==> src/rtl/instruction_loader_pkg.sv <==
// Shared constants and state encoding for the byte-stream instruction loader.
package instruction_loader_pkg;

    localparam int unsigned ADDR_W          = 12;
    localparam int unsigned INSTR_W         = 19;
    localparam int unsigned BYTES_PER_INSTR = 3;

    typedef enum logic [2:0] {
        IDLE  = 3'd0,
        BYTE0 = 3'd1,
        BYTE1 = 3'd2,
        BYTE2 = 3'd3,
        WRITE = 3'd4,
        FIN   = 3'd5
    } state_t;

endpackage

==> src/rtl/instruction_loader.sv <==
// Packs a big-endian byte stream into instruction words and writes them to
// consecutive instruction-memory addresses, holding the CPU off while busy.
module instruction_loader #(
    parameter int unsigned ADDR_W  = instruction_loader_pkg::ADDR_W,
    parameter int unsigned INSTR_W = instruction_loader_pkg::INSTR_W
) (
    input  logic               clk,
    input  logic               rst,
    input  logic               start,
    input  logic [ADDR_W-1:0]  base_addr,
    input  logic [ADDR_W:0]    count,
    input  logic               in_valid,
    input  logic [7:0]         in_data,
    output logic               in_ready,
    output logic               wr_en,
    output logic [ADDR_W-1:0]  wr_addr,
    output logic [INSTR_W-1:0] wr_data,
    output logic               busy,
    output logic               done,
    output logic               err_fmt,
    output logic               err_wrap
);
    import instruction_loader_pkg::*;

    localparam int unsigned LO_W = 8 * (BYTES_PER_INSTR - 1);
    localparam int unsigned HI_W = INSTR_W - LO_W;

    state_t            state;
    state_t            state_next;
    logic [HI_W-1:0]   hi_bits;
    logic [7:0]        mid_byte;
    logic [ADDR_W:0]   remaining;
    logic              xfer;

    // in_ready is registered and is high exactly in the BYTE states
    assign xfer = in_valid && in_ready;

    // Next-state decode
    always_comb begin
        state_next = state;
        case (state)
            IDLE:    if (start) state_next = (count == '0) ? FIN : BYTE0;
            BYTE0:   if (xfer) state_next = BYTE1;
            BYTE1:   if (xfer) state_next = BYTE2;
            BYTE2:   if (xfer) state_next = WRITE;
            WRITE:   state_next = (remaining == (ADDR_W+1)'(1)) ? FIN : BYTE0;
            FIN:     state_next = IDLE;
            default: state_next = IDLE;
        endcase
    end

    // State register and registered strobes decoded from the next state
    always_ff @(posedge clk) begin
        if (!rst) begin
            state    <= IDLE;
            in_ready <= 1'b0;
            wr_en    <= 1'b0;
            busy     <= 1'b0;
            done     <= 1'b0;
        end else begin
            state    <= state_next;
            in_ready <= (state_next == BYTE0) || (state_next == BYTE1) || (state_next == BYTE2);
            wr_en    <= (state_next == WRITE);
            busy     <= (state_next != IDLE);
            done     <= (state_next == FIN);
        end
    end

    // Datapath: address/count bookkeeping, byte assembly and error flags
    always_ff @(posedge clk) begin
        if (!rst) begin
            wr_addr   <= '0;
            wr_data   <= '0;
            hi_bits   <= '0;
            mid_byte  <= '0;
            remaining <= '0;
            err_fmt   <= 1'b0;
            err_wrap  <= 1'b0;
        end else begin
            case (state)
                IDLE: begin
                    if (start) begin
                        wr_addr   <= base_addr;
                        remaining <= count;
                        err_fmt   <= 1'b0;
                        err_wrap  <= 1'b0;
                    end
                end
                BYTE0: begin
                    if (xfer) begin
                        hi_bits <= in_data[HI_W-1:0];
                        if (in_data[7:HI_W] != '0) err_fmt <= 1'b1;
                    end
                end
                BYTE1: begin
                    if (xfer) mid_byte <= in_data;
                end
                BYTE2: begin
                    if (xfer) wr_data <= {hi_bits, mid_byte, in_data};
                end
                WRITE: begin
                    wr_addr   <= wr_addr + ADDR_W'(1);
                    remaining <= remaining - (ADDR_W+1)'(1);
                    // Wrap only matters if more words still follow
                    if ((wr_addr == '1) && (remaining != (ADDR_W+1)'(1))) err_wrap <= 1'b1;
                end
                default: ;
            endcase
        end
    end

endmodule

==> config.mk <==
export PLATFORM = sky130hd
export DESIGN_NAME = instruction_loader
export DESIGN_NICKNAME = d
export VERILOG_FILES = /design/src/rtl/instruction_loader_pkg.sv /design/src/rtl/instruction_loader.sv
export SDC_FILE = /design/constraint.sdc
export NUM_CORES = 1
export LEC_CHECK = 0
export CORE_ASPECT_RATIO = 0.7
export CORE_MARGIN = 4
export CORE_UTILIZATION = 52
export DETAILED_ROUTE_END_ITERATION = 12
export GPL_TIMING_DRIVEN = 0
export PLACE_DENSITY_LB_ADDON = 0.08
export SLEW_MARGIN = 20
export SYNTH_ARGS = -nofsm -noshare
export SYNTH_HDL_FRONTEND = slang
export SYNTH_SLANG_ARGS = --single-unit
export TNS_END_PERCENT = 50
==> constraint.sdc <==
create_clock -name clk -period 3.36 [get_ports clk]
set_input_delay 1.008 -clock clk [delete_from_list [all_inputs] [get_ports clk]]
set_output_delay 1.008 -clock clk [all_outputs]
set_load 0.02 [all_outputs]
==> results by group, run 1 <==
CTS
  – CTS sink count: 64
  – Cts repair resizes: 0
  – H-Tree Depth: 3
  – CTS Root Cell: clkbuf_8
  – # Post-CTS Setup Buffers: 0
  – Cts bufs inserted: 9
  – Worst-path clk slew: 80 ps
  – Hold buffer count at CTS: 0
  – Clk Latency, worst-skew pair: 350 ps
  – Max Buffers Root-to-Sink: 2
  – TritonCTS clock tree: built

Critical path
  – Critical path endpoint category: flip-flop
  – RR Startpoint: in_ready
  – Critical path capture point: wr_data[1]
  – Worst Setup SP: in_valid
  – R2R setup slack: 1410 ps
  – Worst EP required: 3650 ps
  – Startpoint type of the worst setup path: primary input
  – Crit Path Category: in -> reg
  – R2R Path End: wr_data[1]
  – CP max FO: 10
  – Reg2reg path depth: 6
  – Critical Path AT: 3010 ps

Pwr
  – VDD IR max: 232 µV
  – Final Power: 1.83 mW
  – Power Density: 464 mW/mm²
  – LEAKAGE: 1.39 nW

Logic synthesis
  – FFs w/ async S/R, synth: 0%
  – Synthesized flop and latch total: 64
  – Syn nets: 383
  – Share of the synthesized area in the top cell type: 44.4%
  – Yosys warning total: 0
  – Number of synthesized flops with an enable pin: 0
  – Top FF cell, synth: dfxtp_1
  – Yosys cell types: 58
  – Leading post-synthesis cells by cell area: dfxtp_1 44%, nand2_1 7.3%, a21oi_1 6.8%
  – Average cell area after synthesis: 8.42 µm²
  – Area leader, netlist: dfxtp_1
  – Mapped Area: 0.00289 mm²
  – Gate Count Post-Synth: 343
  – Sequential share of the synthesized area: 44.4%

Place
  – Final HPWL DP: 6080 µm
  – Place WS: 368 ps
  – RD Place Congestion: 0.857
  – I/O Buffers: 73

Min path
  – HP Class: reg -> reg

Floorplan
  – Core Footprint: 0.00531 mm²
  – Number of I/O pins: 74
  – Initial Util: 54.4%
  – Chip Width: 97.1 µm
  – DIE HEIGHT: 70.4 µm
  – Die Area: 0.00683 mm²
  – Rows: 22

Layout
  – # diodes: 0
  – Layout Nets: 467
  – P&R area growth vs syn: 36.4%
  – Most common cell after layout, fill and taps aside: clkdlybuf4s50_1
  – Most frequent cells in the layout: 73 x clkdlybuf4s50_1, 64 x dfxtp_1, 56 x nand2_1, 39 x a21oi_1, 38 x nor2_1
  – Share of cells above drive strength 1: 8.33%

Route
  – Drt first pass iters: 5
  – Vias after detailed routing: 2,946
  – Post-Route WL: 8640 µm
  – Initial drt markers: 249
  – DR WL/cell: 17.1 µm
  – Drt drc: 0
  – Post-route ant nets: 0
  – Vias per inst: 5.85

STA
  – Setup ws final: 640 ps
  – RSZ-0062 raised after global routing: false
  – Pins Over Slew Limit: 0
  – Rel. slew slack: 59.3%
  – Final worst path period need: 2720 ps
  – Final setup violation count: 0
  – Tightest Pin Transition: 610 ps
  – Crit share post-route: 81.0%
  – Final Hold Vio Count: 0
  – Clock Skew: 9.39 ps
  – Setup TNS: 0 ps
  – Fmax: 0.368 GHz

Global route
  – Met2 usage: 37.2%
  – Number of global-route vias before repair: 2,793
  – Initial antenna violation count: 0
  – Most used routing layer in global routing: met2
  – Largest net degree at the start of global routing: 13
  – Grt total ovfl: 0
  – Routing usage on met3: 8.58%
  – First-pass GRT wire length: 13,800 µm
  – GRT met1 Usage: 35.2%
  – Gr usage total: 25.2%

Status
  – Status: finished clean

Job
  – Max-cap violations: 0
## power breakdown
part	switching, mW	internal (mW)
Sequential	0.0332	0.785
Clock	0.321	0.440
Combinational	0.131	0.117
## state kept, by name (all words and copies together) (netlist names)
name,cells
wr_data,19
hi_bits,3
wr_en,1
state,3
done,1
remaining,13
err_wrap,1
wr_addr,12
busy,1
err_fmt,1
mid_byte,8
in_ready,1
## cell families after synthesis
logic type / Yosys count / synth area share, %
AO/OA/AOI/OAI: 84 / 19.0
XOR/XNOR: 7 / 2.12
adder cells (fa/ha/maj): 3 / 1.30
buffers and inverters: 26 / 3.77
flip-flops: 64 / 44.4
multiplexers: 11 / 3.81
AND/OR/NAND/NOR: 148 / 25.6
## worst min path at each step
stage                            from          end  cells past startpoint
final                     mid_byte[5]  wr_data[13]                      2
after floorplan           mid_byte[2]  wr_data[10]                      2
after CTS                 wr_data[12]  wr_data[12]                      2
after detailed placement  mid_byte[5]  wr_data[13]                      2
after global placement    mid_byte[1]   wr_data[9]                      2
after global routing      wr_data[14]  wr_data[14]                      2
## worst max-delay path, stage by stage
cell             delay, ps
clkdlybuf4s50_1        500
and3_1                 230
nor2b_1                150
clkbuf_1               430
clkbuf_1               410
nand2_1                140
a21oi_1                130
## area by class of cell
| type | instances | area, µm² |
|---|---|---|
| multi-input combinational | 253 | 1500 |
| inverter | 5 | 18.8 |
| tap | 72 | 90.1 |
| clock buffer | 10 | 138 |
| timing repair buffer | 73 | 731 |
| buffer | 21 | 90.1 |
| fill | 411 | 1370 |
| sequential | 64 | 1280 |
| clock inverter | 6 | 92.6 |
## stage by stage
step                util (%)  hold slack, ps  cells  area (µm²)
floorplan                  -             431    343        2890
global placement        69.8             443    488        3710
detailed placement      69.8             445    488        3710
CTS                     74.1             455    504        3940
global route            74.1             475    504        3940
finish                  74.1             455    504        3940
## routing by layer
layer,wire length [µm],up-vias
met1,4040,1388
met4,112,0
met2,3770,139
met3,722,12
met5,0,-
li1,-,1407
## synth_stat cells (all sizes together) (2+ instances only)
library cell and count:
nor2b 2, or3 3, a311oi 3, a222oi 2, o31ai 2, o21ai 8, inv 5, a21o 2
clkbuf 13, mux2i 11, nor3 10, nand3 8, buf 8, and3 4, nand2b 3, xor2 2
nor2 38, nand2 56, a21oi 39, and2 3, or3b 2, nand4 6, o22ai 3, o211ai 2
dfxtp 64, nor4 6, or4 2, ha 3, xnor2 5, a221oi 7, o311ai 3, a22oi 5
Note: power is estimated with default switching activity, not from simulation.
==> inputs of run 2 (changes only) <==
--- a/config.mk
+++ b/config.mk
@@ -7,7 +7,7 @@
 export LEC_CHECK = 0
 export CORE_ASPECT_RATIO = 0.7
 export CORE_MARGIN = 4
-export CORE_UTILIZATION = 52
+export CORE_UTILIZATION = 44
 export DETAILED_ROUTE_END_ITERATION = 12
 export GPL_TIMING_DRIVEN = 0
 export PLACE_DENSITY_LB_ADDON = 0.08
==> constraint.sdc (replaced) <==
create_clock -name clk -period 2.5 [get_ports clk]
set_input_delay 0.75 -clock clk [delete_from_list [all_inputs] [get_ports clk]]
set_output_delay 0.75 -clock clk [all_outputs]
set_load 0.02 [all_outputs]
==> results by group, run 2 (same netlist as run 1, synthesis figures left out) <==
Place
  – Final HPWL DP: 6210 µm (was 6080 µm)
  – Place WS: -322 ps (was 368 ps)
  – Placed Area: 0.00372 mm² (was 0.00371 mm²)
  – I/O Buffers: 73 (unchanged)
  – RD Place Congestion: 0.837 (was 0.857)

Layout
  – Most common cell after layout, fill and taps aside: clkdlybuf4s50_1 (unchanged)
  – Top reg by flops: wr_data (unchanged)
  – Layout Nets: 467 (unchanged)
  – P&R area growth vs syn: 34.7% (was 36.4%)
  – Share of cells above drive strength 1: 8.33% (unchanged)
  – Fillers: 562 (was 411)
  – Top flop regs: wr_data: 19 flops, remaining: 13 flops, wr_addr: 12 flops (unchanged)
  – Max reg flops: 19 (unchanged)
  – Sequential Area: 0.00128 mm² (unchanged)
  – Multi-input gate area: 0.00150 mm² (unchanged)
  – # diodes: 0 (unchanged)
  – Final Instance Area: 0.00389 mm² (was 0.00394 mm²)
  – Most frequent cells in the layout: 73 x clkdlybuf4s50_1, 64 x dfxtp_1, 56 x nand2_1, 39 x a21oi_1, 38 x nor2_1 (unchanged)

CTS
  – H-Tree Depth: 3 (unchanged)
  – Clk Latency, worst-skew pair: 340 ps (was 350 ps)
  – CTS sink count: 64 (unchanged)
  – # Post-CTS Setup Buffers: 0 (unchanged)
  – TritonCTS clock tree: built (unchanged)
  – Cts bufs inserted: 9 (unchanged)
  – Max Buffers Root-to-Sink: 2 (unchanged)
  – Hold buffer count at CTS: 0 (unchanged)
  – Worst-path clk slew: 70 ps (was 80 ps)
  – CTS Root Cell: clkbuf_8 (unchanged)

Critical path
  – Reg2reg path depth: 7 (was 6)
  – Worst path cell trace: clkdlybuf4s50_1 -> nor2_1 -> or3_1 -> clkbuf_2 -> clkbuf_1 -> a221oi_1 -> nor2_1 (was clkdlybuf4s50_1 -> and3_1 -> nor2b_1 -> clkbuf_1 -> clkbuf_1 -> nand2_1 -> a21oi_1)
  – Worst Setup SP: start (was in_valid)
  – Max stage delay on crit path: 560 ps (was 500 ps)
  – Critical path's slowest cell: clkdlybuf4s50_1 (unchanged)
  – RR Startpoint: state[2] (was in_ready)
  – Most repeated library cell on the critical path: nor2_1 (was clkbuf_1)
  – Critical path endpoint category: flip-flop (unchanged)
  – R2R setup slack: 520 ps (was 1410 ps)
  – Critical Path AT: 2600 ps (was 3010 ps)
  – Critical path capture point: remaining[0] (was wr_data[1])
  – R2R Path End: remaining[0] (was wr_data[1])
  – Worst EP required: 2700 ps (was 3650 ps)
  – Startpoint type of the worst setup path: primary input (unchanged)
  – CP max FO: 10 (unchanged)
  – Crit Path Category: in -> reg (unchanged)

STA
  – Rel. slew slack: 59.3% (about the same)
  – Clock Skew: 10.2 ps (was 9.39 ps)
  – Tightest Pin Transition: 610 ps (about the same)
  – Crit share post-route: 95.7%
  – RSZ-0062 raised after global routing: false (unchanged)
  – Fmax: 0.418 GHz
  – Final setup violation count: 0 (unchanged)
  – Setup ws final: 109 ps (was 640 ps)
  – Pins Over Slew Limit: 0 (unchanged)
  – Final worst path period need: 2390 ps
  – Final Hold Vio Count: 0 (unchanged)

Route
  – DR WL/cell: 16.6 µm (was 17.1 µm)
  – Metal3 WL: 694 µm (was 722 µm)
  – Post-Route WL: 8470 µm (was 8640 µm)
  – Drt first pass iters: 5 (unchanged)
  – Drt drc: 0 (unchanged)
  – Initial drt markers: 155 (was 249)
  – Post-route ant nets: 0 (unchanged)
  – Uppermost layer routed: met4 (unchanged)
  – Vias after detailed routing: 2,890 (was 2,946)
  – Routed wl met2: 3530 µm (was 3770 µm)
  – Vias per inst: 5.67 (was 5.85)
  – M1 WL: 4180 µm (was 4040 µm)

Global route
  – First-pass GRT wire length: 13,400 µm (was 13,800 µm)
  – Gr usage total: 21.6% (was 25.2%)
  – Largest net degree at the start of global routing: 12 (was 13)
  – Initial antenna violation count: 0 (unchanged)
  – Grt total ovfl: 0 (unchanged)
  – Number of global-route vias before repair: 2,661 (was 2,793)

Floorplan
  – Core Footprint: 0.00631 mm² (was 0.00531 mm²)
  – Rows: 24 (was 22)
  – Die Area: 0.00794 mm² (was 0.00683 mm²)
  – Chip Width: 105 µm (was 97.1 µm)
  – DIE HEIGHT: 75.8 µm (was 70.4 µm)
  – Number of I/O pins: 74 (unchanged)
  – Initial Util: 45.8% (was 54.4%)

Pwr
  – Final Power: 2.23 mW (was 1.83 mW)
  – LEAKAGE: 1.37 nW (was 1.39 nW)
  – Power Density: 572 mW/mm² (was 464 mW/mm²)
  – VDD IR max: 294 µV (was 232 µV)

Min path
  – HP Class: reg -> reg (unchanged)

Job
  – Max-cap violations: 0 (unchanged)

Status
  – Status: finished clean (unchanged)
==> run 2: report_power, final <==
group          switching [mW]  internal [mW]
clock                   0.412          0.383
sequential             0.0422           1.05
combinational           0.175          0.158
total                   0.629           1.60
==> run 2: metrics by stage <==
step	cells	setup TNS (ps)	hold slack (ps)	utilization, %
final	510	0	454	61.7
after global routing	510	0	477	61.7
after CTS	510	0	459	61.7
after detailed placement	494	-7350	446	58.9
after global placement	494	-7070	439	58.9
after floorplan	343	0	431	-
==> run 2: cell type report <==
type                       instances  share of cell area [%]
sequential                        64                    32.9
clock inverter                     5                   0.836
multi-input combinational        253                    38.5
clock buffer                      11                    3.63
tap                               78                    2.51
timing repair buffer              73                    18.8
buffer                            21                    2.35
inverter                           5                   0.482
==> run 2: critical path, delay by kind of cell <==
| kind | cells | cell delay (ps) |
|---|---|---|
| AO/OA/AOI/OAI | 1 | 330 |
| buffers and inverters | 3 | 1060 |
| AND/OR/NAND/NOR | 3 | 430 |
==> run 2: layer usage <==
layer  vias up  track usage, %
met5         -               0
met4         0            6.11
met3         9            6.44
met2       112            31.5
met1      1359            31.0
li1       1410               -
==> run 2: what timing repair did <==
item | 4_1_cts | 5_1_grt
hold endpoints to repair | 0 | 0
resized for setup | 0 | 2
endpoints found under the setup margin | 0 | 10
==> run 2: worst min-delay path by stage <==
stage	start	to	slack, ps	depth (start not counted)
final	mid_byte[3]	wr_data[11]	450	2
after global placement	mid_byte[1]	wr_data[9]	440	2
after detailed placement	mid_byte[4]	wr_data[12]	450	2
after global routing	wr_data[12]	wr_data[12]	480	2
after CTS	wr_data[8]	wr_data[8]	460	2
after floorplan	mid_byte[2]	wr_data[10]	430	2
==> inputs of run 3 (changes only) <==
--- a/config.mk
+++ b/config.mk
@@ -11,7 +11,6 @@
 export DETAILED_ROUTE_END_ITERATION = 12
 export GPL_TIMING_DRIVEN = 0
 export PLACE_DENSITY_LB_ADDON = 0.08
-export SLEW_MARGIN = 20
 export SYNTH_ARGS = -nofsm -noshare
 export SYNTH_HDL_FRONTEND = slang
 export SYNTH_SLANG_ARGS = --single-unit
==> results of run 3 <==
The final DEF is identical to that of run 2; final timing and power are the same.
